--- src/rtl/tick_timer_arb.sv ---
// Four-way round-robin arbiter sharing one tick prescaler and down-counter.
// Define TICK_TIMER_ARB_ABORT_EN to let an owner abandon its timer by dropping req.
module tick_timer_arb #(
    parameter int CLK_HZ = 50_000_000,
    parameter int FREQ   = 1_000,
    parameter int TW     = 16
) (
    input  logic          clk,
    input  logic          rst,
    input  logic [3:0]    req,
    input  logic [4*TW-1:0] dur,
    output logic [3:0]    gnt,
    output logic [3:0]    done,
    output logic          busy,
    output logic [TW-1:0] remaining
);

    localparam int P  = CLK_HZ / FREQ;
    localparam int PW = (P > 1) ? $clog2(P) : 1;

    typedef enum logic [1:0] {IDLE, RUN, EXPIRE} state_t;

    state_t        state_q, state_d;
    logic [3:0]    gnt_q, gnt_d;
    logic [1:0]    ptr_q, ptr_d;
    logic [TW-1:0] cnt_q, cnt_d;
    logic [PW-1:0] pre_q, pre_d;

    logic [1:0] win, own, idx;
    logic       found, wrap, expire, owner_req;

    // First requester at or after the pointer, wrapping mod 4
    always_comb begin
        win   = '0;
        found = 1'b0;
        idx   = '0;
        for (int k = 0; k < 4; k++) begin
            idx = ptr_q + 2'(k);
            if (!found && req[idx]) begin
                win   = idx;
                found = 1'b1;
            end
        end
    end

    always_comb begin
        own = '0;
        for (int i = 0; i < 4; i++) begin
            if (gnt_q[i]) own = 2'(i);
        end
    end

    assign owner_req = |(req & gnt_q);
    assign wrap      = (pre_q == PW'(P - 1));
    // Expire on the wrap that takes count to zero, or at once for a zero duration
    assign expire    = (cnt_q == '0) || (wrap && cnt_q == TW'(1));

    always_comb begin
        state_d = state_q;
        gnt_d   = gnt_q;
        ptr_d   = ptr_q;
        cnt_d   = cnt_q;
        pre_d   = pre_q;
        unique case (state_q)
            IDLE: begin
                if (found) begin
                    state_d = RUN;
                    gnt_d   = 4'b0001 << win;
                    cnt_d   = dur[TW*int'(win) +: TW];
                    pre_d   = '0;
                end
            end
            RUN: begin
                if (expire) begin
                    state_d = EXPIRE;
                    pre_d   = '0;
                    if (cnt_q != '0) cnt_d = cnt_q - TW'(1);
                end
`ifdef TICK_TIMER_ARB_ABORT_EN
                else if (!owner_req) begin
                    state_d = IDLE;
                    gnt_d   = '0;
                    cnt_d   = '0;
                    pre_d   = '0;
                    ptr_d   = own + 2'd1;
                end
`endif
                else if (wrap) begin
                    pre_d = '0;
                    cnt_d = cnt_q - TW'(1);
                end else begin
                    pre_d = pre_q + PW'(1);
                end
            end
            EXPIRE: begin
                state_d = IDLE;
                gnt_d   = '0;
                cnt_d   = '0;
                pre_d   = '0;
                ptr_d   = own + 2'd1;
            end
            default: begin
                state_d = IDLE;
                gnt_d   = '0;
                cnt_d   = '0;
                pre_d   = '0;
            end
        endcase
    end

    always_ff @(posedge clk) begin
        if (rst) begin
            state_q <= IDLE;
            gnt_q   <= '0;
            ptr_q   <= '0;
            cnt_q   <= '0;
            pre_q   <= '0;
        end else begin
            state_q <= state_d;
            gnt_q   <= gnt_d;
            ptr_q   <= ptr_d;
            cnt_q   <= cnt_d;
            pre_q   <= pre_d;
        end
    end

    assign gnt       = gnt_q;
    assign done      = (state_q == EXPIRE) ? gnt_q : 4'b0000;
    assign busy      = |gnt_q;
    assign remaining = (state_q == IDLE) ? '0 : cnt_q;

    // Only consumed when the abort option is compiled in
    logic unused_ok;
    assign unused_ok = owner_req;

endmodule

--- config.mk ---
export PLATFORM = sky130hd
export DESIGN_NAME = tick_timer_arb
export DESIGN_NICKNAME = d
export VERILOG_FILES = /design/src/rtl/tick_timer_arb.sv
export SDC_FILE = /design/constraint.sdc
export NUM_CORES = 1
export LEC_CHECK = 0
export BUFFER_PORTS_ARGS = -buffer_cell sky130_fd_sc_hd__buf_2
export CORE_MARGIN = 2
export CORE_UTILIZATION = 50
export DETAILED_ROUTE_END_ITERATION = 16
export PLACE_DENSITY = 0.82
export SLEW_MARGIN = 10
export SYNTH_ARGS = -nofsm -noshare
export SYNTH_HDL_FRONTEND = slang
export SYNTH_SLANG_ARGS = --single-unit
--- constraint.sdc ---
create_clock -name clk -period 5.9 [get_ports clk]
set_input_delay 1.18 -clock clk [delete_from_list [all_inputs] [get_ports clk]]
set_output_delay 1.18 -clock clk [all_outputs]
set_load 0.005 [all_outputs]
==> impl_results.html, run 1 <==
<table>
<tr><th>Metric</th><th>Value</th></tr>
<tr><th colspan="2">Worst hold path</th></tr>
<tr><td>Worst hold start</td><td>pre_q[1]</td></tr>
<tr><td>Path category of the worst min-delay check</td><td>reg2reg</td></tr>
<tr><td>Hold Crit Depth</td><td>2</td></tr>
<tr><td>WHS Endpoint</td><td>pre_q[1]</td></tr>
<tr><th colspan="2">Synthesis</th></tr>
<tr><td>Share of synthesized area occupied by flip-flops and latches</td><td>approximately 28%</td></tr>
<tr><td>Syn_area_per_cell</td><td>just under 8 um^2</td></tr>
<tr><td>Count of flip-flops with a built-in enable after synthesis</td><td>0</td></tr>
<tr><td>Yosys top cell area share</td><td>between 20% and 30%</td></tr>
<tr><td>FF+latch count, synth</td><td>40</td></tr>
<tr><td>Largest cells by area after synthesis</td><td>dfxtp_1 28%, mux2i_1 12%, nor2_1 5.2%</td></tr>
<tr><td>Synth cell count leaders</td><td>40 x dfxtp_1, 39 x nor2_1, 34 x mux2i_1</td></tr>
<tr><td>Most used flip-flop cell after synthesis</td><td>dfxtp_1</td></tr>
<tr><td>Warnings from Yosys</td><td>0</td></tr>
<tr><td>Post-Syn Area</td><td>roughly 2800 um^2</td></tr>
<tr><td>Post-Syn Instances</td><td>roughly 360</td></tr>
<tr><td>Most instantiated library cell after synthesis</td><td>dfxtp_1</td></tr>
<tr><td>Most area-hungry cell type in the Yosys netlist</td><td>dfxtp_1</td></tr>
<tr><td>Number of nets produced by synthesis</td><td>432</td></tr>
<tr><td>Number of distinct library cell variants in the gate-level netlist after synthesis</td><td>53</td></tr>
<tr><td>Async set-or-reset flop fraction in the synthesized netlist</td><td>0%</td></tr>
<tr><th colspan="2">Layout</th></tr>
<tr><td>Diode count</td><td>0</td></tr>
<tr><td>Count of non-filler cells in the finished layout</td><td>between 500 and 600</td></tr>
<tr><td>Final standard cell area without fillers</td><td>approximately 3400 um^2</td></tr>
<tr><td>Area growth, synth to finish</td><td>21.4%</td></tr>
<tr><td>Ratio of cells with drive above 1 in the final layout</td><td>between 20% and 30%</td></tr>
<tr><td>Post-layout nets</td><td>approximately 520</td></tr>
<tr><th colspan="2">Detailed routing</th></tr>
<tr><td>Via density per instance</td><td>5.66</td></tr>
<tr><td>Number of violations reported at the end of detailed-routing iteration 0</td><td>about 150</td></tr>
<tr><td>Avg WL per Cell</td><td>between 10 and 15 um</td></tr>
<tr><td>DRT Pass-1 Iters</td><td>5</td></tr>
<tr><td>DRC violations left</td><td>0</td></tr>
<tr><td>Antenna violation net count after detailed routing</td><td>0</td></tr>
<tr><td>Via count</td><td>just under 3,000</td></tr>
<tr><td>Final routed wirelength across all metal layers</td><td>roughly 7300 um</td></tr>
<tr><th colspan="2">Power</th></tr>
<tr><td>Overall power after layout</td><td>roughly 730 uW</td></tr>
<tr><td>Power per Cell Area</td><td>around 210 nW/um^2</td></tr>
<tr><td>VDD IR max</td><td>around 0.000092 V</td></tr>
<tr><td>LEAKAGE</td><td>~1.5 nW</td></tr>
<tr><th colspan="2">Setup path</th></tr>
<tr><td>R2R cell count</td><td>7</td></tr>
<tr><td>Type of origin of the critical path</td><td>input pin</td></tr>
<tr><td>Crit Path Category</td><td>in2reg</td></tr>
<tr><td>Reg-to-reg critical path endpoint</td><td>cnt_q[4]</td></tr>
<tr><td>Critical R2R Launch</td><td>pre_q[4]</td></tr>
<tr><td>Worst endpoint required time</td><td>a little over 6 ns</td></tr>
<tr><td>Worst EP arrival</td><td>about 3.3 ns</td></tr>
<tr><td>Type of element capturing the critical path</td><td>flip-flop</td></tr>
<tr><td>Peak fanout along the critical path</td><td>10</td></tr>
<tr><td>Worst setup slack for register-to-register paths</td><td>3.25 ns</td></tr>
<tr><th colspan="2">Die</th></tr>
<tr><td>Die extent in y</td><td>~79 um</td></tr>
<tr><td>Die extent in x</td><td>between 70 and 80 um</td></tr>
<tr><td>Total number of placement rows</td><td>27</td></tr>
<tr><td>Core box area</td><td>5470 um^2</td></tr>
<tr><td>DIE AREA</td><td>~6300 um^2</td></tr>
<tr><td>Number of top-level pins</td><td>95</td></tr>
<tr><td>Initial core utilization</td><td>51.7%</td></tr>
<tr><th colspan="2">Clock tree</th></tr>
<tr><td>TritonCTS clock tree</td><td>yes</td></tr>
<tr><td>Number of buffers added to fix hold violations after cts</td><td>0</td></tr>
<tr><td>Clock transition time at the flip-flop clock pins of the worst setup and hold paths</td><td>about 0.090 ns</td></tr>
<tr><td>Count of buffers added by post-CTS timing repair for setup</td><td>0</td></tr>
<tr><td>Root buffer selected by CTS</td><td>clkbuf_8</td></tr>
<tr><td>Later-pin clock latency in the skew report</td><td>0.30 ns</td></tr>
<tr><td>TritonCTS Sinks</td><td>40</td></tr>
<tr><td>CTS HTree Levels</td><td>2</td></tr>
<tr><td>TritonCTS buffer count</td><td>5</td></tr>
<tr><td>Number of instances resized during post-cts repair</td><td>0</td></tr>
<tr><td>Max Buffers Root-to-Sink</td><td>2</td></tr>
<tr><th colspan="2">GRT</th></tr>
<tr><td>Initial antenna violation count</td><td>0</td></tr>
<tr><td>Global-route wire length before repair</td><td>approximately 12,000 um</td></tr>
<tr><td>Number of global-route vias before repair</td><td>2,636</td></tr>
<tr><td>Pin count of the biggest net entering global routing</td><td>34</td></tr>
<tr><td>Grt total ovfl</td><td>0</td></tr>
<tr><td>Overall Global Routing Usage</td><td>around a quarter</td></tr>
<tr><th colspan="2">Timing</th></tr>
<tr><td>Final worst-path cycle share</td><td>between 50% and 60%</td></tr>
<tr><td>Normalized max-slew margin</td><td>a little under a third</td></tr>
<tr><td>Final critical path time including I/O delays and setup</td><td>3.09 ns</td></tr>
<tr><td>Final setup fails</td><td>0</td></tr>
<tr><td>Actual slew at the worst max-slew pin</td><td>between 1 and 1.5 ns</td></tr>
<tr><td>Post-route clock skew</td><td>between 0.01 and 0.015 ns</td></tr>
<tr><td>Highest clock rate</td><td>~320 MHz</td></tr>
<tr><td>Setup repair after global routing missed its margin</td><td>no</td></tr>
<tr><td>Final hold viol count</td><td>0</td></tr>
<tr><td>Post-route setup TNS</td><td>0 ns</td></tr>
<tr><td>Final count of pins violating max slew</td><td>0</td></tr>
<tr><th colspan="2">Placement</th></tr>
<tr><td>PortBufs</td><td>94</td></tr>
<tr><td>Dpl cells</td><td>~500</td></tr>
<tr><td>Placer's final routability congestion estimate</td><td>0.966</td></tr>
<tr><td>Estimated wirelength of the detail-placed design</td><td>approximately 5600 um</td></tr>
<tr><td>Cell area reported after detailed placement</td><td>3340 um^2</td></tr>
<tr><th colspan="2">Run status</th></tr>
<tr><td>Status</td><td>completed</td></tr>
<tr><th colspan="2">Job</th></tr>
<tr><td>Total of max-cap violations</td><td>0</td></tr>
</table>
-- critical path: stages --
cell      delay, ns
buf_2          0.12
or4_1          0.62
nor3_2         0.58
nor4bb_1       0.19
and3_1         0.27
nand3_1        0.11
xor2_1         0.15
nor2_1         0.06
-- through the flow --
| stage | worst slack, ns | hold slack (ns) | util, % |
|---|---|---|---|
| global route | 2.63 | 0.518 | 62.8 |
| floorplan | 2.95 | 0.451 | - |
| CTS | 2.58 | 0.490 | 62.7 |
| detailed placement | 2.54 | 0.479 | 61.0 |
| finish | 2.81 | 0.492 | 62.8 |
| global placement | 2.58 | 0.472 | 61.0 |
-- registers in the layout, indices dropped and copies added (netlist names) --
| register | flops |
|---|---|
| cnt_q | 16 |
| gnt | 4 |
| pre_q | 16 |
| ptr_q | 2 |
| state_q | 2 |
-- cells in the final DEF (no fill, tap or decap), drive strengths merged, types with 13 or more instances in the layout --
cell type / Yosys / final
mux2i: 34 / 34
buf: 7 / 95
a21oi: 25 / 25
nor3: 19 / 19
xor2: 13 / 13
dfxtp: 40 / 40
nand2: 32 / 32
nor2: 39 / 39
nor2b: 16 / 16
o21ai: 14 / 14
-- how the worst max path moves through the flow --
| stage | startpoint | to | slack, ns | depth (start not counted) |
|---|---|---|---|---|
| 2_1_floorplan | req[2] | pre_q[0] | 2.95 | 7 |
| 3_3_place_gp | req[2] | pre_q[13] | 2.58 | 8 |
| 3_5_place_dp | req[2] | pre_q[11] | 2.54 | 8 |
| 4_1_cts | state_q[0] | remaining[15] | 2.58 | 3 |
| 5_1_grt | req[1] | cnt_q[4] | 2.63 | 8 |
| 6_report | req[2] | pre_q[15] | 2.81 | 8 |
-- layout make-up --
type | count | area [um^2]
clock buffer | 6 | 82.6
tap | 72 | 90.1
inverter | 10 | 37.5
fill | 482 | 2040
timing repair buffer | 95 | 478
multi-input combinational | 292 | 1940
sequential | 40 | 801
clock inverter | 2 | 10.0
-- power by group --
part           switching, mW  internal [mW]  total [mW]
sequential            0.0282          0.288       0.316
combinational          0.121         0.0967       0.218
clock                 0.0988         0.0934       0.192
-- per-layer routing --
metal,vias to the layer above,global-route usage (%),share of wire (%),routed length [um]
li1,1460,-,-,-
met1,1304,29.9,42,3070
met2,152,40.3,47,3430
met3,9,4.20,8.9,647
met4,0,8.10,1.7,121
met5,-,0,0,0
-- cells by family (layout without fill, tap and decap cells) --
| group | count (synthesis) | count (layout) | share of synthesized area (%) |
|---|---|---|---|
| buffers and inverters | 26 | 113 | 3.63 |
| AOI/OAI and AO/OA | 71 | 71 | 16.0 |
| muxes | 40 | 40 | 14.4 |
| and+or+nand+nor | 156 | 156 | 29.4 |
| DFF | 40 | 40 | 28.3 |
| xor gates and xnor gates | 21 | 21 | 6.50 |
| adders and majority gates | 4 | 4 | 1.77 |
Note: power is estimated with default switching activity, not from simulation.
==> run 2, diff against run 1 <==
- CORE_UTILIZATION: 50 -> 46
- PLACE_DENSITY: 0.82 -> 0.8
- clock period: 5.9 -> 2.5 ns (I/O delays scaled with it)
==> run 2 against run 1 <==
Die area grew 8.2%. Power grew 140%. Utilization shrank 1.9 points. Count of clock-buffer cells in the layout is the same. Global-route usage grew 0.21 points. First-iteration DRC count shrank 19%. Clock power grew 130%. Critical endpoint is now cnt_q[13]. Largest power group unchanged.
==> impl_results.html, run 2 (synthesized netlist as in run 1, its figures left out) <==
<table>
<tr><th>Metric</th><th>Value</th></tr>
<tr><th colspan="2">Timing</th></tr>
<tr><td>Setup repair after global routing missed its margin</td><td>no</td></tr>
<tr><td>Highest clock rate</td><td>between 400 and 500 MHz</td></tr>
<tr><td>Post-route clock skew</td><td>0.00927 ns (-0.00254 ns)</td></tr>
<tr><td>Post-route setup TNS</td><td>0 ns (unchanged)</td></tr>
<tr><td>Final count of pins violating max slew</td><td>0 (unchanged)</td></tr>
<tr><td>Actual slew at the worst max-slew pin</td><td>0.772 ns (-0.246 ns)</td></tr>
<tr><td>Final hold viol count</td><td>0 (unchanged)</td></tr>
<tr><td>Final setup fails</td><td>0 (unchanged)</td></tr>
<tr><td>Final worst-path cycle share</td><td>95.9%</td></tr>
<tr><td>Final critical path time including I/O delays and setup</td><td>about 2.4 ns</td></tr>
<tr><td>Normalized max-slew margin</td><td>48.1% (+16 points)</td></tr>
<tr><th colspan="2">Setup path</th></tr>
<tr><td>Type of origin of the critical path</td><td>flip-flop</td></tr>
<tr><td>Family with the most delay on the worst path</td><td>simple AND/OR/NAND/NOR gates</td></tr>
<tr><td>Peak fanout along the critical path</td><td>7 (-3)</td></tr>
<tr><td>Critical-path top delay cell</td><td>or4b_4</td></tr>
<tr><td>Type of element capturing the critical path</td><td>flip-flop</td></tr>
<tr><td>Cells along the critical path</td><td>or4b_4 &gt; nor4_4 &gt; a21boi_4 &gt; o211ai_2 &gt; nor2_1 &gt; a22oi_1 &gt; o31ai_1</td></tr>
<tr><td>Worst endpoint required time</td><td>2.71 ns (-3.38 ns)</td></tr>
<tr><td>Critical path buffers and inverters</td><td>0 (-1)</td></tr>
<tr><td>Critical R2R Launch</td><td>pre_q[4]</td></tr>
<tr><td>Worst EP arrival</td><td>2.61 ns (-0.67 ns)</td></tr>
<tr><td>Worst Setup SP</td><td>pre_q[4]</td></tr>
<tr><td>Delay of the slowest critical-path stage</td><td>0.56 ns (-0.06 ns)</td></tr>
<tr><td>Crit Path Category</td><td>reg2reg</td></tr>
<tr><th colspan="2">Die</th></tr>
<tr><td>Die extent in x</td><td>82.4 um (+4.0%)</td></tr>
<tr><td>Die extent in y</td><td>82.4 um (+4.0%)</td></tr>
<tr><td>Core box area</td><td>5920 um^2 (+8.2%)</td></tr>
<tr><td>DIE AREA</td><td>6790 um^2 (+8.2%)</td></tr>
<tr><td>Initial core utilization</td><td>47.8% (-3.9 points)</td></tr>
<tr><td>Total number of placement rows</td><td>28 (+3.7%)</td></tr>
<tr><td>Number of top-level pins</td><td>95 (unchanged)</td></tr>
<tr><th colspan="2">Run status</th></tr>
<tr><td>Status</td><td>completed</td></tr>
<tr><th colspan="2">Layout</th></tr>
<tr><td>Ratio of cells with drive above 1 in the final layout</td><td>30.3% (+3.1 points)</td></tr>
<tr><td>Footprint of the multi-input gates</td><td>1930 um^2 (-0.13%)</td></tr>
<tr><td>Layout filler cell count</td><td>527 (+9.3%)</td></tr>
<tr><td>Area growth, synth to finish</td><td>27.5%</td></tr>
<tr><td>Highest-count cells in the layout ignoring fill and taps</td><td>94 x buf_2, 40 x dfxtp_1, 38 x nor2_1</td></tr>
<tr><td>Post-layout nets</td><td>539 (+4.1%)</td></tr>
<tr><td>Leading cell type in the layout, fill and taps excluded</td><td>buf_2</td></tr>
<tr><td>Diode count</td><td>0 (unchanged)</td></tr>
<tr><td>Sequential cell area in the final layout</td><td>801 um^2 (unchanged)</td></tr>
<tr><th colspan="2">Detailed routing</th></tr>
<tr><td>DRT Pass-1 Iters</td><td>5 (unchanged)</td></tr>
<tr><td>Antenna violation net count after detailed routing</td><td>0 (unchanged)</td></tr>
<tr><td>DRC violations left</td><td>0 (unchanged)</td></tr>
<tr><td>Number of violations reported at the end of detailed-routing iteration 0</td><td>124 (-19%)</td></tr>
<tr><td>Via count</td><td>3,043 (+4.0%)</td></tr>
<tr><td>Final routed wirelength across all metal layers</td><td>7860 um (+8.0%)</td></tr>
<tr><td>Via density per instance</td><td>5.62 (-0.58%)</td></tr>
<tr><td>Avg WL per Cell</td><td>14.5 um (+3.2%)</td></tr>
<tr><th colspan="2">Clock tree</th></tr>
<tr><td>TritonCTS Sinks</td><td>40 (unchanged)</td></tr>
<tr><td>TritonCTS buffer count</td><td>5 (unchanged)</td></tr>
<tr><td>CTS HTree Levels</td><td>2 (unchanged)</td></tr>
<tr><td>Clock transition time at the flip-flop clock pins of the worst setup and hold paths</td><td>0.08 ns (about the same)</td></tr>
<tr><td>Root buffer selected by CTS</td><td>clkbuf_8</td></tr>
<tr><td>Number of instances resized during post-cts repair</td><td>0 (unchanged)</td></tr>
<tr><td>Later-pin clock latency in the skew report</td><td>0.29 ns (about the same)</td></tr>
<tr><td>TritonCTS clock tree</td><td>yes</td></tr>
<tr><td>Max Buffers Root-to-Sink</td><td>2 (unchanged)</td></tr>
<tr><th colspan="2">Placement</th></tr>
<tr><td>Estimated wirelength of the detail-placed design</td><td>6120 um (+10%)</td></tr>
<tr><td>PortBufs</td><td>94 (unchanged)</td></tr>
<tr><td>Placer's final routability congestion estimate</td><td>0.929 (-3.8%)</td></tr>
<tr><th colspan="2">GRT</th></tr>
<tr><td>Pin count of the biggest net entering global routing</td><td>34 (unchanged)</td></tr>
<tr><td>Number of global-route vias before repair</td><td>2,781 (+5.5%)</td></tr>
<tr><td>Initial antenna violation count</td><td>0 (unchanged)</td></tr>
<tr><td>Global-route wire length before repair</td><td>12,400 um (+4.8%)</td></tr>
<tr><td>Grt total ovfl</td><td>0 (unchanged)</td></tr>
<tr><td>Overall Global Routing Usage</td><td>23.8% (+0.21 points)</td></tr>
<tr><th colspan="2">Power</th></tr>
<tr><td>Overall power after layout</td><td>1.77 mW (+140%)</td></tr>
<tr><td>VDD IR max</td><td>0.000227 V (+150%)</td></tr>
<tr><td>LEAKAGE</td><td>1.57 nW (+7.5%)</td></tr>
<tr><td>Power per Cell Area</td><td>491 nW/um^2 (+130%)</td></tr>
<tr><th colspan="2">Worst hold path</th></tr>
<tr><td>Path category of the worst min-delay check</td><td>reg2reg</td></tr>
<tr><td>Worst hold start</td><td>pre_q[1]</td></tr>
<tr><th colspan="2">Job</th></tr>
<tr><td>Total of max-cap violations</td><td>0 (unchanged)</td></tr>
</table>
[run 2: area by class of cell]
cell class,instances,area share [%]
flip-flops and latches,40,22.2
clock inverters,2,0.278
well taps,75,2.60
repair buffers,116,18.0
inverters,10,1.04
clock buffers,6,2.29
multi-input cells,292,53.6
[run 2: final timing paths]
path | endpoint | slack (ns) | cells after the start
worst min-delay path | pre_q[1] | 0.50 | 2
worst max register to register | cnt_q[13] | 0.10 | 7
worst max-delay path | cnt_q[13] | 0.10 | 7
worst min register to register | pre_q[1] | 0.50 | 2
[run 2: worst min-delay path: cells and delay by family, from the launching register on]
family             cells  cell delay, ns
DFF                    1            0.34
AOI/OAI and AO/OA      1            0.05
and+or+nand+nor        1            0.06
[run 2: timing repair]
| item | CTS | global route |
|---|---|---|
| buffers inserted | 0 | 2 |
| endpoints found under the hold margin | 0 | 0 |
| hold buffers | 0 | 0 |
| endpoints found under the setup margin | 0 | 3 |
[run 2: per-stage QoR]
stage / setup slack (ns) / utilization (%) / area (um^2) / hold WS, ns / std cells
floorplan: 0.232 / - / 2830 / 0.451 / 358
global placement: 0.199 / 59.1 / 3500 / 0.470 / 531
detailed placement: 0.146 / 59.1 / 3500 / 0.486 / 531
CTS: 0.0735 / 60.7 / 3590 / 0.496 / 539
global route: 0.0353 / 60.9 / 3610 / 0.518 / 541
finish: 0.103 / 60.9 / 3610 / 0.502 / 541
[run 2: routing by layer]
layer	vias up	global-route usage (%)	part of all wire [%]
li1	1506	-	-
met1	1390	30.2	44
met2	135	40.9	48
met3	12	4.57	6.8
met4	0	6.83	1.3
met5	-	0	0
[run 2: power by group]
| group | internal, mW | switching [mW] |
|---|---|---|
| registers | 0.680 | 0.0560 |
| logic | 0.270 | 0.316 |
| clock network | 0.220 | 0.229 |
